==> src/rtl/layer_mem_reader.sv <==
// layer_mem_reader
//   Read-back master for the CONV layer result memories. Takes a command
//   (bank, base address, word count). It issues one memory read per cycle
//   while read credit allows, and it streams the returned words downstream
//   over valid/ready.
//
//   The memory has a fixed one-cycle read latency, so there is at most one
//   read in flight. A 2-entry skid FIFO plus a credit check keeps the stream
//   at full rate under i_ready=1 and makes overflow impossible under
//   backpressure.
//
// Ports
//   clk, reset        clock, asynchronous active-low reset
//   i_start/i_sel/i_base/i_len   command strobe and its arguments
//   o_busy, o_done    command in progress, one-cycle completion pulse
//   o_rd/o_addr/o_sel memory read port (crd / caddr_rd / csel)
//   i_data            memory read data, valid the cycle after o_rd
//   o_valid/o_data/o_last/i_ready   output word stream
module layer_mem_reader #(
   parameter int ADDR_W = 12,
   parameter int DATA_W = 20,
   parameter int SEL_W  = 3
) (
   input  logic              clk,
   input  logic              reset,
   input  logic              i_start,
   input  logic [SEL_W-1:0]  i_sel,
   input  logic [ADDR_W-1:0] i_base,
   input  logic [ADDR_W:0]   i_len,
   output logic              o_busy,
   output logic              o_done,
   output logic              o_rd,
   output logic [ADDR_W-1:0] o_addr,
   output logic [SEL_W-1:0]  o_sel,
   input  logic [DATA_W-1:0] i_data,
   output logic              o_valid,
   output logic [DATA_W-1:0] o_data,
   output logic              o_last,
   input  logic              i_ready
);

   typedef enum logic [1:0] {IDLE, READ, DRAIN} state_t;

   localparam logic [ADDR_W:0]   CNT_ONE  = {{ADDR_W{1'b0}}, 1'b1};
   localparam logic [ADDR_W-1:0] ADDR_ONE = {{(ADDR_W-1){1'b0}}, 1'b1};

   state_t                  state;
   logic [SEL_W-1:0]        sel_q;
   logic [ADDR_W:0]         len_q;
   logic [ADDR_W:0]         issue_cnt;
   logic [ADDR_W:0]         recv_cnt;
   logic [ADDR_W-1:0]       addr_q;       // next address to issue
   logic [ADDR_W-1:0]       last_addr_q;  // last issued address, shown while idle
   logic                    rd_pend;      // read issued last cycle, data on i_data now
   logic                    done_q;

   logic [1:0][DATA_W-1:0]  fifo_data;
   logic [1:0]              fifo_last;
   logic                    wr_ptr;
   logic                    rd_ptr;
   logic [1:0]              fifo_cnt;

   logic                    pop;
   logic                    push;
   logic                    push_last;
   logic                    issue;
   logic [2:0]              occ;

   // Words already owed to the FIFO after this cycle. A new read lands two
   // edges from now, so it may only go out if that leaves room for it
   // even with no further pops.
   assign pop       = o_valid & i_ready;
   assign push      = rd_pend;
   assign push_last = (recv_cnt == (len_q - CNT_ONE));
   assign occ       = {1'b0, fifo_cnt} + {2'b00, rd_pend} - {2'b00, pop};
   assign issue     = (state == READ) && (occ < 3'd2);

   assign o_rd    = issue;
   assign o_addr  = issue ? addr_q : last_addr_q;
   assign o_sel   = (state != IDLE) ? sel_q : '0;
   assign o_busy  = (state != IDLE);
   assign o_done  = done_q;
   assign o_valid = (fifo_cnt != 2'd0);
   assign o_data  = fifo_data[rd_ptr];
   assign o_last  = o_valid & fifo_last[rd_ptr];

   // Command FSM and read issue
   always_ff @(posedge clk or negedge reset) begin
      if (!reset) begin
         state       <= IDLE;
         sel_q       <= '0;
         len_q       <= '0;
         issue_cnt   <= '0;
         addr_q      <= '0;
         last_addr_q <= '0;
         done_q      <= 1'b0;
      end else begin
         done_q <= 1'b0;
         case (state)
            IDLE: begin
               if (i_start) begin
                  sel_q     <= i_sel;
                  addr_q    <= i_base;
                  len_q     <= i_len;
                  issue_cnt <= '0;
                  if (i_len == '0) done_q <= 1'b1;
                  else             state  <= READ;
               end
            end
            READ: begin
               if (issue) begin
                  addr_q      <= addr_q + ADDR_ONE;  // wraps at the bank end
                  last_addr_q <= addr_q;
                  issue_cnt   <= issue_cnt + CNT_ONE;
                  if ((issue_cnt + CNT_ONE) == len_q) state <= DRAIN;
               end
            end
            DRAIN: begin
               if (pop && fifo_last[rd_ptr]) begin
                  state  <= IDLE;
                  done_q <= 1'b1;
               end
            end
            default: state <= IDLE;
         endcase
      end
   end

   // Return capture and skid FIFO
   always_ff @(posedge clk or negedge reset) begin
      if (!reset) begin
         rd_pend   <= 1'b0;
         recv_cnt  <= '0;
         fifo_data <= '0;
         fifo_last <= '0;
         wr_ptr    <= 1'b0;
         rd_ptr    <= 1'b0;
         fifo_cnt  <= 2'd0;
      end else begin
         rd_pend <= issue;
         if (state == IDLE && i_start) recv_cnt <= '0;
         else if (push)                recv_cnt <= recv_cnt + CNT_ONE;
         if (push) begin
            fifo_data[wr_ptr] <= i_data;
            fifo_last[wr_ptr] <= push_last;
            wr_ptr            <= ~wr_ptr;
         end
         if (pop) rd_ptr <= ~rd_ptr;
         fifo_cnt <= fifo_cnt + {1'b0, push} - {1'b0, pop};
      end
   end

endmodule

==> config.mk <==
export PLATFORM = sky130hd
export DESIGN_NAME = layer_mem_reader
export DESIGN_NICKNAME = d
export VERILOG_FILES = /design/src/rtl/layer_mem_reader.sv
export SDC_FILE = /design/constraint.sdc
export NUM_CORES = 1
export LEC_CHECK = 0
export CELL_PAD_IN_SITES_DETAIL_PLACEMENT = 0
export CELL_PAD_IN_SITES_GLOBAL_PLACEMENT = 1
export CORE_ASPECT_RATIO = 2
export CORE_MARGIN = 1.5
export CORE_UTILIZATION = 45
export CTS_CLUSTER_DIAMETER = 200
export DETAILED_ROUTE_END_ITERATION = 6
export PLACE_DENSITY_LB_ADDON = 0.25
export SETUP_SLACK_MARGIN = 0.1
export SLEW_MARGIN = 20
export SYNTH_ARGS = -nofsm -noshare
export SYNTH_HDL_FRONTEND = slang
export SYNTH_SLANG_ARGS = --single-unit
export TNS_END_PERCENT = 20
==> constraint.sdc <==
create_clock -name clk -period 5.2 [get_ports clk]
set_input_delay 1.04 -clock clk [delete_from_list [all_inputs] [get_ports clk]]
set_output_delay 1.04 -clock clk [all_outputs]
set_load 0.01 [all_outputs]
### Word-level counts from Yosys, hierarchy flattened

Index checks and enable logic that the tools add are counted.
W data, S select, Z words.

* $add $sub $neg: 8
* $lt $le $gt $ge: 4
* equal/unequal tests: 9
* multiplexer cells: 30
* bitwise operators: 4
* reduce and logical (&&, ||, !) cells: 13

Operators by type and width (count)
* $mux W20: 3
* $mux W13: 4
* $bwmux W40: 1
* $mux W12: 3
* $add A13 B1 Y13 const B: 2
* $eq A13 B13 Y1: 2
* $pmux W13 S2: 1
* $pmux W12 S2: 1
* $demux W20 S1: 1
* $logic_not A13 Y1: 1
* $sub A13 B1 Y13 const B: 1
* $add A12 B1 Y12 const B: 1
* $mux W2: 5
* $ne A2 B2 Y1 const B: 4
* $reduce_bool A2 Y1: 4
* $mux W1: 6
* $pmux W2 S3: 1
* $reduce_and A5 Y1: 1
* $logic_and A1 B1 Y1: 4
* $lt A1 B2 Y1 const B: 2
* $add A2 B1 Y3: 1
* $lt A3 B2 Y1 const B: 1
* $mux W3: 1
* $reduce_and A3 Y1: 1
* other kinds (14): 16

* bits in registers: 116
* input bits: 52
* output and inout port bits: 40
* logic and storage cells: 83

### Depth between registers and ports, before layout

Gate-level depths: netlist of run 1.

* depth after elaboration: 7
* gate-level depth with buffers: 17
* mapped depth without buffers: 16

### Least setup slack after synthesis of run 1

OpenSTA, ideal clock, no wires.

* path kind: input to output
* start point: in i_ready
* end point: out o_addr[10]
* data arrival time: 3.176 ns
* slack: 0.984 ns
* stages on the path: 13
* cell sequence: nand2_1 > inv_1 > ha_1 > inv_1 > ha_1 > inv_1 > fa_1 > xnor2_1 > nand3_1 > inv_1 > buf_1 > nand2_1 > nand2_1

* word-level cells in the longest chain between the ends: 5

Ends and longest elaborated chain
* start: declaration: RTL line 39 `input logic i_ready`
* $and A1 B1 Y1: RTL line 72 `assign pop = o_valid & i_ready;`
* via pop: RTL line 63 `logic pop;`
* $sub A3 B1 Y3: RTL line 75 `assign occ = {1'b0, fifo_cnt} + {2'b00, rd_pend} - {2'b00, pop};`
* $lt A3 B2 Y1: RTL line 76 `assign issue = (state == READ) && (occ < 3'd2);`
* $logic_and A1 B1 Y1: RTL line 76
* via o_rd: RTL line 32 `output logic o_rd,`
* $mux W12
* end: declaration: RTL line 33 `output logic [ADDR_W-1:0] o_addr,`

The timed path passes the listed nets, and every way through them passes these cells.

### Worst setup path after layout of run 1

* start point: in i_ready
* end point: out o_addr[2]

* word-level cells in the longest chain between the ends: 5

Ends and longest elaborated chain (RTL line)
* $and A1 B1 Y1: 72
* via pop: 63
* $sub A3 B1 Y3: 75
* $lt A3 B2 Y1: 76
* $logic_and A1 B1 Y1: 76
* $mux W12

The timed path passes the listed nets, and every way through them passes these cells.

==> qor.yml, run 1 <==
synth_cells: 639
postRouteAntennaNets: 0
ys_ff_latch: 116
finClkSkew_ns: 0.0151
period_share_pct: 93.8
synth_area_sq_um: 6080
synth_warnings: 0
root_buffer: "clkbuf_16"
holdPathStages: 2
cts_buffers: 17
path_depth: 15
antenna_found_initial: 0
wl_per_cell_microns: 16.9
synth.area.top_cells: "dfrtp_1 48%, mux2_2 11%, nand2_1 8.0%, xnor2_1 4.5%, o21ai_0 3.3%"
cts_buffer_depth: 2
synth_edf_count: 0
yosys.area.top_type: "dfrtp_1"
core_area_sq_um: 13100
worst_ep_arrival_time_ns: 3.84
synth_nets: 698
holdCritStartpoint: "last_addr_q[9]$_DFFE_PN0P_"
synth_top_area_share_pct: 47.7
r2r_setup_slack_ns: 1.85
ios: 92
placement.io_buffers: 91
yosysMostFrequentCell: "nand2_1"
status: "complete, but fails checks"
maxCapViolations: 0
r2r-end: "addr_q[6]$_DFFE_PN0P_"
async_reset_ff_share_pct: 100
synthToLayoutAreaGrowth_pct: 26.7
cts_tree: "done"
cts_sinks: 116
clk_latency_ns: 0.41
final_cell_count_no_fill: 890
vias_per_cell: 5.49
drt-total-wl_microns: 15100
worstPathRequired_ns: 4.16
grt_max_degree: 53
num_vias: 4889
drc: 3
placedCellCount: 859
synth_flop_cell: "dfrtp_1"
die_x_microns: 85.2
worst_slew_margin_rel_pct: 31.5
start_util_pct: 46.5
p_leak_uw: 0.00337
path_class: "primary input to output port"
worst_path_max_delay_cell: "clkdlybuf4s50_1"
cts-htree-levels: 4
synth.avg_cell_area_sq_um: 9.52
hpwl_microns: 11000
slew_viol_final: 0
crit_buf_inv: 7
final.setup.tns_ns: 0
start_kind: "primary input"
startpoint: "i_ready"
slowest_delay_ns: 0.52
rows: 59
synth.distinct_cells: 50
ctsHoldBuffers: 0
setup_viol: 0
netlist_top_cells_count: "130 x nand2_1, 116 x dfrtp_1, 60 x mux2_2"
maxClockFrequency_mhz: 205
n_fill_cell: 1167
worstReg2RegStart: "fifo_cnt[1]$_DFF_PN0_"
max_slew.worst_pin.slew_ns: 1.03
fin_crit_ns: 4.88
grt_pass1_vias: 5187
antenna_cells: 0
crit_chain: "clkdlybuf4s50_1 > nand2_1 > inv_1 > ha_1 > inv_1 > ha_1 > inv_1 > fa_1 > xnor2_2 > nand3_1 > inv_1 > buf_6 > nand2_1 > nand2_1 > clkdlybuf4s50_1"
violations: "design-rule violations"
powerDensity_nw_per_um2: 713
die_h_microns: 167
drtPass1Iterations: 6
hold_viol: 0
cp_max_fo: 11
die-area_sq_um: 14300
rsz0062_at_grt: "no"
crit_top_cell: "inv_1"
grt_pass1_wl_microns: 25200
layout.nets: 785
yosysSeqAreaShare_pct: 47.7
gp_congestion: 0.837
grt_overflow: 0
peakVddDrop_v: 0.000307
min_to: "last_addr_q[9]$_DFFE_PN0P_"
critical_path.endpoint_type: "output port"
hold_path_class: "flip-flop to flip-flop"
cp_top_family: "buffers and inverters"
grt_usage_pct: 22.6
drive_gt1_share_pct: 14.9
drt_iter0_markers: 205
r2r_cells: 16
cts.clk_slew.worst_paths_ns: 0.05
registers in the layout, indices dropped and copies added (netlist names):
register / count
len_q: 13
recv_cnt: 13
issue_cnt: 13
push: 1
wr_ptr: 1
fifo_last: 2
fifo_data: 40
o_done: 1
fifo_cnt: 2
addr_q: 12
sel_q: 3
state: 2
rd_ptr: 1
last_addr_q: 12
metrics by stage:
step	util [%]	total power, uW	instance area (sq um)	hold WS, ns	setup WS [ns]
after detailed placement	54.6	4400	7130	0.457	0.285
after CTS	58.8	5530	7690	0.471	0.252
after floorplan	-	3310	6080	0.438	0.984
after global routing	59.0	5910	7700	0.501	0.111
after global placement	54.6	4310	7130	0.451	0.357
final	59.0	5490	7700	0.467	0.323
cells by family (layout without fill, tap and decap cells):
family | count (synthesis) | after routing | share of synthesized area, %
simple gates | 256 | 256 | 19.3
flops | 116 | 116 | 47.7
compound gates | 91 | 91 | 8.62
mux | 64 | 64 | 11.8
buf+inv | 54 | 153 | 3.42
xor+xnor | 50 | 50 | 7.43
fa+ha+maj | 8 | 8 | 1.73
layer usage:
layer  vias up  share of wire [%]  global-route usage, %
li1       2355                  -                      -
met1      2399                 36                   23.2
met2        99                 57                   42.4
met3        36                2.9                   4.19
met4         0                4.1                   11.4
met5         -                  0                      0
worst max path at each step:
stage / slack [ns] / endpoint
5_1_grt: 0.11 / o_addr[2]
3_3_place_gp: 0.36 / o_addr[1]
4_1_cts: 0.25 / o_addr[3]
3_5_place_dp: 0.29 / o_addr[3]
6_report: 0.32 / o_addr[2]
2_1_floorplan: 0.98 / o_addr[10]
report_power, final:
group / switching, uW / leakage (uW) / internal (uW)
clock: 419 / 0.000267 / 677
combinational: 1290 / 0.00168 / 1370
sequential: 425 / 0.00142 / 1310
total: 2130 / 0.00337 / 3360
tightest hold or removal path: stages (launching register included):
cell and delay, ns:
dfrtp_1 0.32, nand2_1 0.06, nand2_1 0.06
placed cells by master (no fill, tap or decap), types with 3 or more instances in the layout:
cell             netlist  layout
mux2_2                60      60
nor2b_1                4       4
nand2_1              130     130
nor3_1                13      13
nor4_1                 6       6
ha_1                   6       6
and3_1                 4       4
o31ai_1                4       4
nor2_1                49      48
mux2i_1                4       4
nand2b_1               4       4
clkinv_2               0       4
nand4_1               10      10
or3_1                  3       3
xnor2_1               31      30
a31oi_1                3       3
o22ai_1                4       4
and2_1                 3       3
clkbuf_16              0      17
dfrtp_1              116     116
a21oi_1               26      26
nand3_1               19      19
clkdlybuf4s50_1        0      90
xor2_1                18      18
o21ai_0               40      40
clkinvlp_4             0       4
buf_4                  0      10
inv_1                 21      21
cell type report:
type	instances	area (sq um)	share of cell area, %
Inverter	21	78.8	1.02
Clock inverter	12	106	1.38
Tap cell	152	190	2.47
Clock buffer	19	453	5.88
Multi-Input combinational cell	469	2990	38.8
Sequential cell	116	2900	37.7
Timing Repair Buffer	101	987	12.8
timing repair:
action | CTS | global route
hold endpoints to repair | 0 | 0
endpoints found under the setup margin | 0 | 10
setup buffers | 0 | 0
gates resized for setup | 0 | 2
(Power assumes the default switching activity.)
==> run 2: changes to the inputs <==
--- a/config.mk
+++ b/config.mk
@@ -5,6 +5,7 @@
 export SDC_FILE = /design/constraint.sdc
 export NUM_CORES = 1
 export LEC_CHECK = 0
+export CAP_MARGIN = 20
 export CELL_PAD_IN_SITES_DETAIL_PLACEMENT = 0
 export CELL_PAD_IN_SITES_GLOBAL_PLACEMENT = 1
 export CORE_ASPECT_RATIO = 2
==> run 2 against run 1 <==
Critical endpoint is now o_addr[7]. Register-to-register slack better by 0.04 ns. Clock skew shrank 0.0063 ns. Fmax up 0.50%. Highest routed layer unchanged. The flow still finishes with violations (design-rule violations).
==> qor.yml, run 2 (synthesis gave the netlist of run 1 again) <==
grt_overflow: 0
postRouteAntennaNets: 0
crit_top_cell: "inv_1"
period_share_pct: 93.3
num_vias: 4885
grt_usage_pct: 22.7
drt_iter0_markers: 201
status: "complete, but fails checks"
violations: "design-rule violations"
drtPass1Iterations: 7
grt_pass1_wl_microns: 25200
worstReg2RegStart: "fifo_cnt[1]$_DFF_PN0_"
drive_gt1_share_pct: 15.0
maxCapViolations: 0
hold_path_class: "flip-flop to flip-flop"
mostFrequentLayoutCells: "130 x nand2_1, 116 x dfrtp_1, 90 x clkdlybuf4s50_1"
use_met3_pct: 3.79
switching_share_pct: 38.7
worst_path_max_delay_cell: "clkdlybuf4s50_1"
rsz0062_at_grt: "no"
p_seq_share_pct: 31.2
cts.clk_slew.worst_paths_ns: 0.05
cts-htree-levels: 4
die_h_microns: 167
ctsHoldBuffers: 0
wl_per_cell_microns: 17.0
peakVddDrop_v: 0.000326
combPwrFrac_pct: 47.9
maxClockFrequency_mhz: 206
ios: 92
n_fill_cell: 1150
r2r_setup_slack_ns: 1.89
die-area_sq_um: 14300
largest-register: "fifo_data"
power.net_switching_uw: 2150
die_x_microns: 85.2
grt.met2_usage_pct: 41.6
dpl_cell_area_sq_um: 7140
start_util_pct: 46.5
critical_path.endpoint_type: "output port"
drt-total-wl_microns: 15200
hpwl_microns: 11100
powerDensity_nw_per_um2: 717
r2r_cells: 16
clk_latency_ns: 0.42
vias_per_cell: 5.48
start_kind: "primary input"
antenna_cells: 0
placement.io_buffers: 91
slew_viol_final: 0
worstPathRequired_ns: 4.16
top_usage_layer: "met2"
p_leak_uw: 0.00340
setup_viol: 0
stdcell_area_sq_um: 7740
cts_buffers: 17
pwr-share-clk_pct: 20.9
grt_util_met1_pct: 24.2
fin_crit_ns: 4.85
gp_congestion: 0.837
final.setup.tns_ns: 0
startpoint: "i_ready"
placedCellCount: 860
power_uw: 5550
grt_max_degree: 53
cp_max_fo: 11
final_cell_count_no_fill: 892
drc: 3
hold_viol: 0
rows: 59
max_slew.worst_pin.slew_ns: 0.969
crit_chain: "clkdlybuf4s50_1 > nand2_1 > inv_1 > ha_1 > inv_1 > ha_1 > inv_1 > fa_1 > xnor2_2 > nand3_1 > inv_1 > buf_4 > nand2_1 > nand2_1 > clkdlybuf4s50_1"
worst_ep_arrival_time_ns: 3.81
cts_tree: "done"
cts_buffer_depth: 2
finClkSkew_ns: 0.00882
internal-power_uw: 3400
synthToLayoutAreaGrowth_pct: 27.3
r2r-end: "addr_q[6]$_DFFE_PN0P_"
largest_reg_flops: 40
cts_sinks: 116
crit_path_end: "o_addr[7]"
worst_slew_margin_rel_pct: 35.4
antenna_found_initial: 0
slowest_delay_ns: 0.53
layout_commonest_cell: "nand2_1"
layout.nets: 786
grt_pass1_vias: 5138
root_buffer: "clkbuf_16"
path_class: "primary input to output port"
core_area_sq_um: 13100
==> run 2: cell count changes in the layout (fill, tap and decap cells not counted), sizes merged <==
cell and change:
buf +1, bufinv +1, clkinvlp -3, inv +3
==> run 2: worst max-delay path, delay by kind of cell <==
kind | cells | cell delay [ns]
xor+xnor | 1 | 0.18
simple gates | 4 | 0.40
buf+inv | 7 | 1.38
fa+ha+maj | 3 | 0.82
==> run 2: worst min path at each step <==
stage | from | to | cells after the start
after detailed placement | last_addr_q[9]$_DFFE_PN0P_ | last_addr_q[9]$_DFFE_PN0P_ | 2
after floorplan | sel_q[0]$_DFFE_PN0P_ | sel_q[0]$_DFFE_PN0P_ | 2
after global routing | sel_q[2]$_DFFE_PN0P_ | sel_q[2]$_DFFE_PN0P_ | 2
after global placement | sel_q[0]$_DFFE_PN0P_ | sel_q[0]$_DFFE_PN0P_ | 2
final | last_addr_q[9]$_DFFE_PN0P_ | last_addr_q[9]$_DFFE_PN0P_ | 2
after CTS | last_addr_q[9]$_DFFE_PN0P_ | last_addr_q[9]$_DFFE_PN0P_ | 2
==> run 2: repair_timing <==
item,CTS,global route
setup endpoints to repair,0,8
resized for setup,0,1
buffers inserted,0,0
==> run 2: stage by stage <==
step                hold WS (ns)  setup WS (ns)  utilization [%]
global route               0.496         0.0851             59.2
finish                     0.467          0.347             59.2
CTS                        0.472          0.313             59.2
global placement           0.451          0.357             54.6
floorplan                  0.438          0.984                -
detailed placement         0.457          0.315             54.7
==> run 2: power groups by stage <==
| stage | Combinational [uW] | Clock [uW] | Sequential (uW) |
|---|---|---|---|
| after global placement | 2590 | 0 | 1720 |
| after CTS | 2680 | 1180 | 1730 |
| after floorplan | 1770 | 0 | 1530 |
| after detailed placement | 2670 | 0 | 1740 |
| final | 2660 | 1160 | 1730 |
| after global routing | 2950 | 1220 | 1800 |
==> run 2: cell type report <==
cell class | count | area (sq um) | area share [%]
clock buffers | 19 | 443 | 5.72
clock inverters | 13 | 148 | 1.91
inverters | 21 | 78.8 | 1.02
multi-input cells | 469 | 2980 | 38.5
flip-flops and latches | 116 | 2900 | 37.5
well taps | 152 | 190 | 2.46
repair buffers | 102 | 998 | 12.9
==> run 2: layer usage <==
| layer | vias up | routed length, microns | part of all wire [%] |
|---|---|---|---|
| met5 | - | 0 | 0 |
| met4 | 0 | 636 | 4.2 |
| met3 | 41 | 390 | 2.6 |
| met2 | 94 | 8470 | 56 |
| met1 | 2386 | 5660 | 37 |
| li1 | 2364 | - | - |
